## src/rtl/soma_scheduler.sv

```systemverilog
// soma_scheduler: shares one soma among NUM_REQ requesters with config load,
// round-robin event dispatch, kill handshake and spike source tagging.
module soma_scheduler #(
    parameter int NUM_REQ   = 4,
    parameter int SPIKE_LAT = 2,
    parameter int RST_CYC   = 2,
    localparam int IW = $clog2(NUM_REQ),
    localparam int CW = $clog2(RST_CYC + 1)
) (
    input  logic                 clk,
    input  logic                 rst,
    input  logic                 cfg_valid,
    input  logic [31:0]          cfg_word,
    output logic                 cfg_ready,
    input  logic [NUM_REQ-1:0]   req_valid,
    input  logic [16*NUM_REQ-1:0] req_weight,
    input  logic [16*NUM_REQ-1:0] req_interval,
    output logic [NUM_REQ-1:0]   req_ready,
    input  logic                 kill_req,
    output logic                 soma_rst,
    output logic                 soma_en,
    output logic                 soma_kill,
    output logic [15:0]          soma_weight,
    output logic [31:0]          soma_w_data,
    input  logic [15:0]          soma_spike,
    output logic                 spike_valid,
    output logic [15:0]          spike_data,
    output logic [IW-1:0]        spike_src,
    output logic                 busy
);
    typedef enum logic [2:0] {UNCFG, LOAD, RUN, DRAIN, KILL} state_t;
    state_t               r_state, w_next;
    logic [31:0]          r_cfg, r_wd;
    logic [CW-1:0]        r_cnt;
    logic [IW-1:0]        r_ptr, w_idx;
    logic                 w_any, w_grant, w_exit;
    logic [SPIKE_LAT-1:0] r_tag_v;
    logic [IW-1:0]        r_tag_id [SPIKE_LAT];

    always_comb begin
        w_any = 1'b0;
        w_idx = '0;
        for (int k = 0; k < NUM_REQ; k++) begin
            if (!w_any && req_valid[IW'((int'(r_ptr) + k) % NUM_REQ)]) begin
                w_any = 1'b1;
                w_idx = IW'((int'(r_ptr) + k) % NUM_REQ);
            end
        end
    end

    // kill_req takes priority over any pending request in the same cycle
    assign w_grant     = (r_state == RUN) && !kill_req && w_any;
    assign req_ready   = w_grant ? NUM_REQ'(1) << w_idx : '0;
    assign w_exit      = r_tag_v[SPIKE_LAT-1] && |soma_spike;
    assign cfg_ready   = r_state == UNCFG;
    assign busy        = r_state != UNCFG;
    assign soma_rst    = r_state == LOAD;
    assign soma_kill   = r_state == KILL;
    assign soma_w_data = (r_state == LOAD) ? r_cfg : r_wd;

    always_comb begin
        w_next = r_state;
        case (r_state)
            UNCFG:   if (cfg_valid) w_next = LOAD;
            LOAD:    if (r_cnt == CW'(RST_CYC - 1)) w_next = RUN;
            RUN:     if (kill_req) w_next = DRAIN;
            DRAIN:   if (r_tag_v == '0) w_next = KILL;
            default: w_next = UNCFG;
        endcase
    end

    always_ff @(posedge clk) r_state <= rst ? UNCFG : w_next;

    always_ff @(posedge clk) begin
        if (rst) begin
            r_cfg       <= '0;
            r_wd        <= '0;
            r_cnt       <= '0;
            r_ptr       <= '0;
            r_tag_v     <= '0;
            for (int k = 0; k < SPIKE_LAT; k++) r_tag_id[k] <= '0;
            soma_en     <= 1'b0;
            soma_weight <= '0;
            spike_valid <= 1'b0;
            spike_data  <= '0;
            spike_src   <= '0;
        end else begin
            r_cnt <= (r_state == LOAD) ? r_cnt + 1'b1 : '0;
            if (r_state == UNCFG && cfg_valid) r_cfg <= cfg_word;
            else if (r_state == KILL) r_cfg <= '0;
            soma_en <= w_grant;
            if (w_grant) begin
                soma_weight <= req_weight[16*w_idx +: 16];
                r_wd        <= {r_cfg[31:16], req_interval[16*w_idx +: 16]};
                r_ptr       <= IW'((int'(w_idx) + 1) % NUM_REQ);
            end else if (r_state == LOAD) begin
                r_wd <= r_cfg;
            end
            r_tag_v[0]  <= w_grant;
            r_tag_id[0] <= w_idx;
            for (int k = 1; k < SPIKE_LAT; k++) begin
                r_tag_v[k]  <= r_tag_v[k-1];
                r_tag_id[k] <= r_tag_id[k-1];
            end
            spike_valid <= w_exit;
            if (w_exit) begin
                spike_data <= soma_spike;
                spike_src  <= r_tag_id[SPIKE_LAT-1];
            end
        end
    end
endmodule

```

## config.mk

```make
export PLATFORM = sky130hd
export DESIGN_NAME = soma_scheduler
export DESIGN_NICKNAME = d
export VERILOG_FILES = /design/src/rtl/soma_scheduler.sv
export SDC_FILE = /design/constraint.sdc
export NUM_CORES = 1
export LEC_CHECK = 0
export CAP_MARGIN = 10
export CORE_ASPECT_RATIO = 0.8
export CORE_MARGIN = 2
export CORE_UTILIZATION = 45
export CTS_CLUSTER_DIAMETER = 100
export DETAILED_ROUTE_END_ITERATION = 10
export GPL_ROUTABILITY_DRIVEN = 0
export PLACE_DENSITY = 0.87
export SLEW_MARGIN = 20
export SYNTH_ARGS = -nofsm -noshare
export SYNTH_HDL_FRONTEND = slang
export SYNTH_SLANG_ARGS = --single-unit
export TNS_END_PERCENT = 50
```

## constraint.sdc

```tcl
create_clock -name clk -period 5.35 [get_ports clk]
set_input_delay 0.535 -clock clk [delete_from_list [all_inputs] [get_ports clk]]
set_output_delay 0.535 -clock clk [all_outputs]
set_load 0.005 [all_outputs]
```

==> results.cfg, run 1 <==
[run_status]
outcome = finished clean

[setup_path]
cp.arrival_ns = 2.87
critPathBufInv = 4
cp_cell_sequence = clkdlybuf4s50_1 -> nor2b_1 -> o21bai_4 -> buf_4 -> and2_2 -> inv_1 -> ha_1 -> and2_1 -> clkdlybuf4s50_1
path_max_fanout = 65
worst_path_most_repeated_cell = clkdlybuf4s50_1
worstSetupPathType = in -> out
crit_path_end_kind = output port
path_delay_family = buffers and inverters
slowest_stage = clkdlybuf4s50_1
critPathRequiredTime_ns = 4.82
worstSetupStartpointType = input pin
max_stage_delay_ns = 0.45

[floorplan]
die_w_um = 128
core_area_um2 = 12100
die_h_um = 103
start_util_pct = 45.8
rows = 36
io_pins = 260
dieArea_um2 = 13200

[yosys]
synth_area_per_cell_um2 = 8.82
syn_area_um2 = 5550
syn_nets = 818
synth_compound_area_share_pct = 20.5
synth-xor-area-share_pct = 0
synth-simple-area-share_pct = 19.3
yosys_warnings = 0
syn_inst = 629
ys_seq_elements = 112
ys_seq_area_share_pct = 40.4
synth_cell_type_count = 40
synth_fa_ha_area_share_pct = 1.13
muxShareOfSynthArea_pct = 12.7
synth_top_family_by_area = compound AO/OA/AOI/OAI gates

[clock_network]
cts_resized = 0
clockBufferDepth = 2
clk_pin_slew_ns = 0.07
cts_tree = built
root_buffer = clkbuf_16
htreeDepth = 3
ctsHoldBuffers = 0
post-cts-setup-buffers = 0
clock_latency_ns = 0.34
cts_buffers = 9
clock-sinks = 112

[timing]
period_minus_slack_ns = 3.41
finalCritPeriodShare_pct = 63.7
final_hold_viol_count = 0
final-setup-viol-count = 0
max_freq_ghz = 0.293
max_slew.worst_pin.slew_ns = 1.01
finalMaxSlewViolations = 0
setup_tns_ns = 0
maxSlewHeadroom_pct = 32.3
rsz0062_at_grt = false
worst_slack_ns = 1.94
skew_ns = 0.00986

[placed_design]
post-place-ws_ns = 1.96
dp_hpwl_um = 12900
portBuffers = 259

[global_routing]
grt_pass1_vias = 5510
grt_pass1_wl_um = 26200
antenna_found_initial = 0
gr-total-overflow = 0
grt_max_degree = 66
grt_usage_pct = 25.1

[routing]
drt_iter0_markers = 317
vias_per_cell = 5.48
vias = 5525
wl_per_cell_um = 17.2
firstDrtPassIters = 5
drc_errors = 0
routed_wl_um = 17300
postRouteAntennaNets = 0

[cells_and_area]
final_common_cell = clkdlybuf4s50_1
antenna_cells = 0
area_delta_synth_final_pct = 51.8
layout_common_cells = clkdlybuf4s50_1 (258), dfxtp_1 (112), nor2_1 (75), nand2_1 (70)
drive_gt1_share_pct = 9.58
nNetsFinal = 1041

[pwr]
leakagePower_uw = 0.00323
ir_worst_vdd_v = 0.000167
finalPower_uw = 2000
powerDensity_nw_per_um2 = 238

[job]
maxCapViolations = 0

[worst_hold_path]
hold_path.class = reg -> reg
[kinds of logic (layout without fill, tap and decap cells)]
kind of cell | count (synthesis) | in the layout
AND/OR/NAND/NOR | 226 | 226
AO/OA/AOI/OAI | 158 | 158
flip-flops | 112 | 112
multiplexers | 66 | 66
buffers and inverters | 62 | 289
adder cells (fa/ha/maj) | 5 | 5
[worst min-delay path, stage by stage, from the launching register on]
cell     delay, ns
dfxtp_1       0.30
nand2_1       0.05
a21oi_1       0.05
[registers in the layout, indices dropped and copies added (netlist names)]
register     cells
r_cfg           32
r_cnt            2
r_ptr            2
r_state          3
r_tag_id         4
r_tag_v          2
r_wd            32
soma_weight     16
spike_data      16
spike_src        2
spike_valid      1
[metal layers]
layer  wire (µm)  vias up  track usage, %
li1            -     2657               -
met1        6720     2603            28.6
met4         417        0            8.71
met5           0        -               0
met3        1120       34            6.28
met2        9060      231            46.3
[path summary, 6_finish.rpt]
check	from	end	slack, ns	depth (start not counted)
min	r_tag_id[1][0]	spike_src[0]	0.44	2
max	req_valid[0]	req_ready[0]	1.94	9
max reg2reg	r_state[1]	r_wd[5]	2.88	5
min reg2reg	r_tag_id[1][0]	spike_src[0]	0.44	2
[through the flow]
stage	utilization, %	hold WS, ns	area (µm²)	std cells
global placement	66.9	0.414	8100	993
floorplan	-	0.407	5550	629
global route	69.5	0.460	8420	1008
CTS	69.5	0.437	8420	1008
detailed placement	66.9	0.427	8100	993
finish	69.5	0.435	8420	1008
[synthesized netlist by cell type (all sizes together)]
master   count  area (µm²)
nor2b        6        37.5
o221ai       1        8.76
nand2       71         274
buf         26         194
o211ai      32         310
inv          7        26.3
nand4        1        6.26
mux2        33         372
nor2        78         314
or4          1        11.3
clkbuf      29         109
nor3        17        85.1
and2         8        50.1
o21ai       34         170
and4b        1        10.0
nor4b        1        8.76
a22oi       33         248
dfxtp      112        2240
ha           5        62.6
nor4         6        37.5
and3        32         200
nand3        1        5.00
a2111oi      1        27.5
a221o        1        10.0
a21boi      32         240
mux2i       33         330
a211oi       1        7.51
o21bai       1        7.51
or3          1        11.3
nand4b       1        15.0
nand2b       1        6.26
a21oi       22         110
[layout make-up]
| cell class | instances | area, µm² |
|---|---|---|
| Multi-Input combinational cell | 455 | 3000 |
| Inverter | 7 | 26.3 |
| Tap cell | 152 | 190 |
| Clock buffer | 11 | 243 |
| Sequential cell | 112 | 2240 |
| Clock inverter | 4 | 76.3 |
| Timing Repair Buffer | 267 | 2650 |
| Fill cell | 914 | 3690 |
[report_power, final]
part,switching (µW),total [µW],internal [µW]
logic,162,395,233
clock network,300,723,423
registers,18.4,884,866
No activity file was read; power rests on OpenSTA's default activity.
==> run 2, diff against run 1 <==
Settings changed: CORE_UTILIZATION 45 to 42, PLACE_DENSITY 0.87 to 0.82.
Clock period 5.35 ns to 3.5 ns, I/O delays scaled along.
==> run 2 against run 1 <==
Compared with the run above: global-route usage decreased by 1.5 points; routed wire length down 1.2%; cell area up 0.65%; combinational power increased by 54%; die area is 6.9% higher; sequential power increased by 53%; cell count grew 2.5%; critical endpoint is now req_ready[2].
==> results.cfg, run 2 (synthesis gave the netlist of run 1 again) <==
[run_status]
outcome = finished clean

[clock_network]
clk_pin_slew_ns = 0.07
post-cts-setup-buffers = 0
cts_tree = built
htreeDepth = 3
root_buffer = clkbuf_16
ctsHoldBuffers = 0
clock_latency_ns = 0.36
clockBufferDepth = 2
clock-sinks = 112
cts_buffers = 9
cts_resized = 0

[routing]
wl_per_cell_um = 16.6
routed_wl_um = 17100
vias = 5460
drt_iter0_markers = 317
vias_per_cell = 5.29
firstDrtPassIters = 4
postRouteAntennaNets = 0
drc_errors = 0

[job]
maxCapViolations = 0

[setup_path]
cp.arrival_ns = 2.61
worstSetupPathType = in -> out
crit_path_end_kind = output port
path_max_fanout = 4
critPathRequiredTime_ns = 3.15
worstSetupStartpointType = input pin

[floorplan]
die_w_um = 132
rows = 37
start_util_pct = 43.1
io_pins = 260
dieArea_um2 = 14100
core_area_um2 = 12900
die_h_um = 107

[cells_and_area]
final_common_cell = clkdlybuf4s50_1
drive_gt1_share_pct = 9.68
nNetsFinal = 1041
fin_area_um2 = 8480
area_delta_synth_final_pct = 52.8
final.fill_count = 1035
fin_cells = 1033
layout_common_cells = clkdlybuf4s50_1 (258), dfxtp_1 (112), nor2_1 (75), nand2_1 (70)
top_regs = r_cfg (32), r_wd (32)

[timing]
skew_ns = 0.00538
final-setup-viol-count = 0
rsz0062_at_grt = false
finalMaxSlewViolations = 0
finalCritPeriodShare_pct = 84.5
final_hold_viol_count = 0
max_slew.worst_pin.slew_ns = 0.980
setup_tns_ns = 0
maxSlewHeadroom_pct = 34.4
period_minus_slack_ns = 2.96
max_freq_ghz = 0.338

[global_routing]
grt_max_degree = 65
grt_pass1_wl_um = 26400
gr-total-overflow = 0
grt_usage_pct = 23.5
grt_pass1_vias = 5266
antenna_found_initial = 1

[placed_design]
dp_hpwl_um = 12700
dpl_cell_area_um2 = 8150
post-place-cells = 1016
portBuffers = 259

[pwr]
leakagePower_uw = 0.00324
ir_worst_vdd_v = 0.000257
powerDensity_nw_per_um2 = 363
finalPower_uw = 3080

[worst_hold_path]
hold_path.class = reg -> reg
-- run 2: changes by cell type in the layout (fill, tap and decap cells not counted), sizes merged --
cell	change
inv	-1
clkinv	+1
clkinvlp	+1
diode	+1
-- run 2: layout make-up --
class	count	area, µm²	share of cell area, %
sequential	112	2240	26.4
antenna	1	2.50	0.0295
clock buffer	11	243	2.86
clock inverter	5	80.1	0.945
inverter	7	26.3	0.310
tap	175	219	2.58
timing repair buffer	267	2660	31.4
multi-input combinational	455	3010	35.4
-- run 2: final timing paths --
check | cells past startpoint | end | slack [ns] | from
setup reg to reg | 5 | r_wd[11] | 1.05 | r_state[1]
setup / recovery | 8 | req_ready[2] | 0.54 | req_valid[0]
hold reg to reg | 2 | spike_src[0] | 0.43 | r_tag_id[1][0]
hold / removal | 2 | spike_src[0] | 0.43 | r_tag_id[1][0]
-- run 2: metrics by stage --
stage	setup slack [ns]	utilization, %	hold slack, ns
after floorplan	1.55	-	0.407
after global placement	0.602	63.3	0.415
after detailed placement	0.550	63.3	0.427
after CTS	0.545	65.9	0.437
after global routing	0.441	65.9	0.458
final	0.543	65.9	0.432
-- run 2: report_power, final --
part	switching, µW	total, µW	leakage [µW]	internal [µW]
logic	249	608	0.00218	359
registers	26.5	1350	0.000909	1320
clock network	474	1120	0.000152	646
total	749	3080	0.00324	2330
-- run 2: per-layer routing --
layer,vias up,GRT usage (%),part of all wire [%]
met4,0,7.37,2.1
met2,210,42.5,51
met1,2557,26.5,40
met5,-,0,0
met3,30,7.42,6.5
li1,2663,-,-
-- run 2: worst max-delay path, stage by stage --
cell and delay (ns):
clkdlybuf4s50_1 0.47, nor2b_1 0.21, or3_4 0.40, a21oi_1 0.29
inv_2 0.12, ha_1 0.19, and2_1 0.13, clkdlybuf4s50_1 0.44
==> run 3, diff against run 2 <==
Settings changed: CORE_UTILIZATION 42 to 38, PLACE_DENSITY 0.82 to 0.78.
Clock period 3.5 ns to 2.7 ns, I/O delays scaled along.
==> run 3 against run 2 <==
Compared with the run above: clock power grew 22%; highest routed layer unchanged; critical path type unchanged; first-iteration DRC count shrank 26%; global-route usage is 2.0 points lower; largest power group unchanged; core utilization is 5.8 points lower.
==> results.cfg, run 3 (synthesis gave the netlist of run 1 again) <==
[cells_and_area]
final.fill_count = 1303
area_delta_synth_final_pct = 54.9
final_common_cell = clkdlybuf4s50_1
fin_cells = 1051
top_regs = r_cfg (32), r_wd (32)
nNetsFinal = 1052
register_area_um2 = 2240
multi_input_area_um2 = 3010
antenna_cells = 0
drive_gt1_share_pct = 11.2
layout_common_cells = clkdlybuf4s50_1 (257), dfxtp_1 (111), nor2_1 (75), nand2_1 (70)

[global_routing]
grt_usage_pct = 21.6
grt_pass1_wl_um = 27200
grt_max_degree = 66
grt_pass1_vias = 5314
gr-total-overflow = 0
antenna_found_initial = 0

[floorplan]
start_util_pct = 38.8
rows = 39
core_area_um2 = 14300
io_pins = 260
dieArea_um2 = 15600
die_w_um = 139
die_h_um = 112

[timing]
finalMaxSlewViolations = 0
max_slew.worst_pin.slew_ns = 0.698
period_minus_slack_ns = 2.59
hold_ws_ns = 0.353
skew_ns = 0.00939
final_hold_viol_count = 0
final-setup-viol-count = 0
max_freq_ghz = 0.386
finalCritPeriodShare_pct = 95.9
maxSlewHeadroom_pct = 53.4
setup_tns_ns = 0
rsz0062_at_grt = false

[routing]
vias = 5405
vias_per_cell = 5.14
wl_per_cell_um = 16.3
drc_errors = 0
routed_wl_um = 17100
firstDrtPassIters = 6
postRouteAntennaNets = 0
drt_iter0_markers = 234

[clock_network]
clk_pin_slew_ns = 0.07
cts_tree = built
post-cts-setup-buffers = 0
cts_buffers = 9
ctsHoldBuffers = 0
htreeDepth = 3
clock-sinks = 112
clockBufferDepth = 2
root_buffer = clkbuf_16
clock_latency_ns = 0.35

[setup_path]
rr_worst_depth = 7
critPathRequiredTime_ns = 2.43
cp.arrival_ns = 2.32
worst_path_most_repeated_cell = clkdlybuf4s50_1
crit_path_end_kind = output port
worstSetupPathType = in -> out
worstSetupStartpointType = input pin
path_max_fanout = 4
slowest_stage = clkdlybuf4s50_1
cp_cell_sequence = clkdlybuf4s50_1 -> nor2b_1 -> a221o_2 -> and2_2 -> inv_2 -> ha_1 -> and2_1 -> clkdlybuf4s50_1
max_stage_delay_ns = 0.50

[placed_design]
dp_hpwl_um = 12400
portBuffers = 259
post-place-cells = 1036

[run_status]
outcome = finished clean

[pwr]
leakagePower_uw = 0.00331
powerDensity_nw_per_um2 = 456
ir_worst_vdd_v = 0.000369
finalPower_uw = 3920

[job]
maxCapViolations = 0

[worst_hold_path]
holdPathStages = 2
hold_path.class = in -> reg
run 3: final timing paths:
check | slack, ns | to | start
worst min register to register | 0.44 | spike_src[1] | r_tag_id[1][1]
worst max register to register | 0.62 | r_wd[0] | r_ptr[0]
worst max-delay path | 0.11 | req_ready[1] | req_valid[2]
worst min-delay path | 0.35 | r_tag_id[0][0] | rst
run 3: per-layer routing:
metal | wire length (µm) | track usage, % | vias to the layer above
met2 | 8380 | 38.6 | 176
met4 | 174 | 4.85 | 0
met3 | 1170 | 5.80 | 13
met5 | 0 | 0 | -
met1 | 7360 | 26.1 | 2524
li1 | - | - | 2692
run 3: worst max-delay path, delay by kind of cell:
kind	cells	cell delay, ns
buffers and inverters	3	1.04
and+or+nand+nor	3	0.54
AOI/OAI and AO/OA	1	0.34
adders and majority gates	1	0.13
run 3: final cells by class:
type                       count  share of cell area [%]
clock inverter                 5                   0.743
inverter                       7                   0.306
timing repair buffer         278                    32.4
sequential                   112                    26.1
clock buffer                  10                    2.78
tap                          184                    2.68
multi-input combinational    455                    35.0
run 3: timing repair:
item                                    CTS  global route
endpoints found under the hold margin     0             0
endpoints found under the setup margin    0             2
gates resized for setup                   0             3
run 3: stage by stage:
stage	utilization (%)	worst slack [ns]	instance area, µm²
finish	60.1	0.111	8590
global route	60.1	0.00714	8590
CTS	60.1	0.0529	8590
detailed placement	58.0	0.0678	8290
global placement	58.0	0.120	8290
floorplan	-	0.875	5550
run 3: report_power, final:
group / switching [µW] / internal (µW) / total [µW]
logic: 318 / 478 / 796
registers: 34.0 / 1710 / 1750
clock network: 624 / 749 / 1370
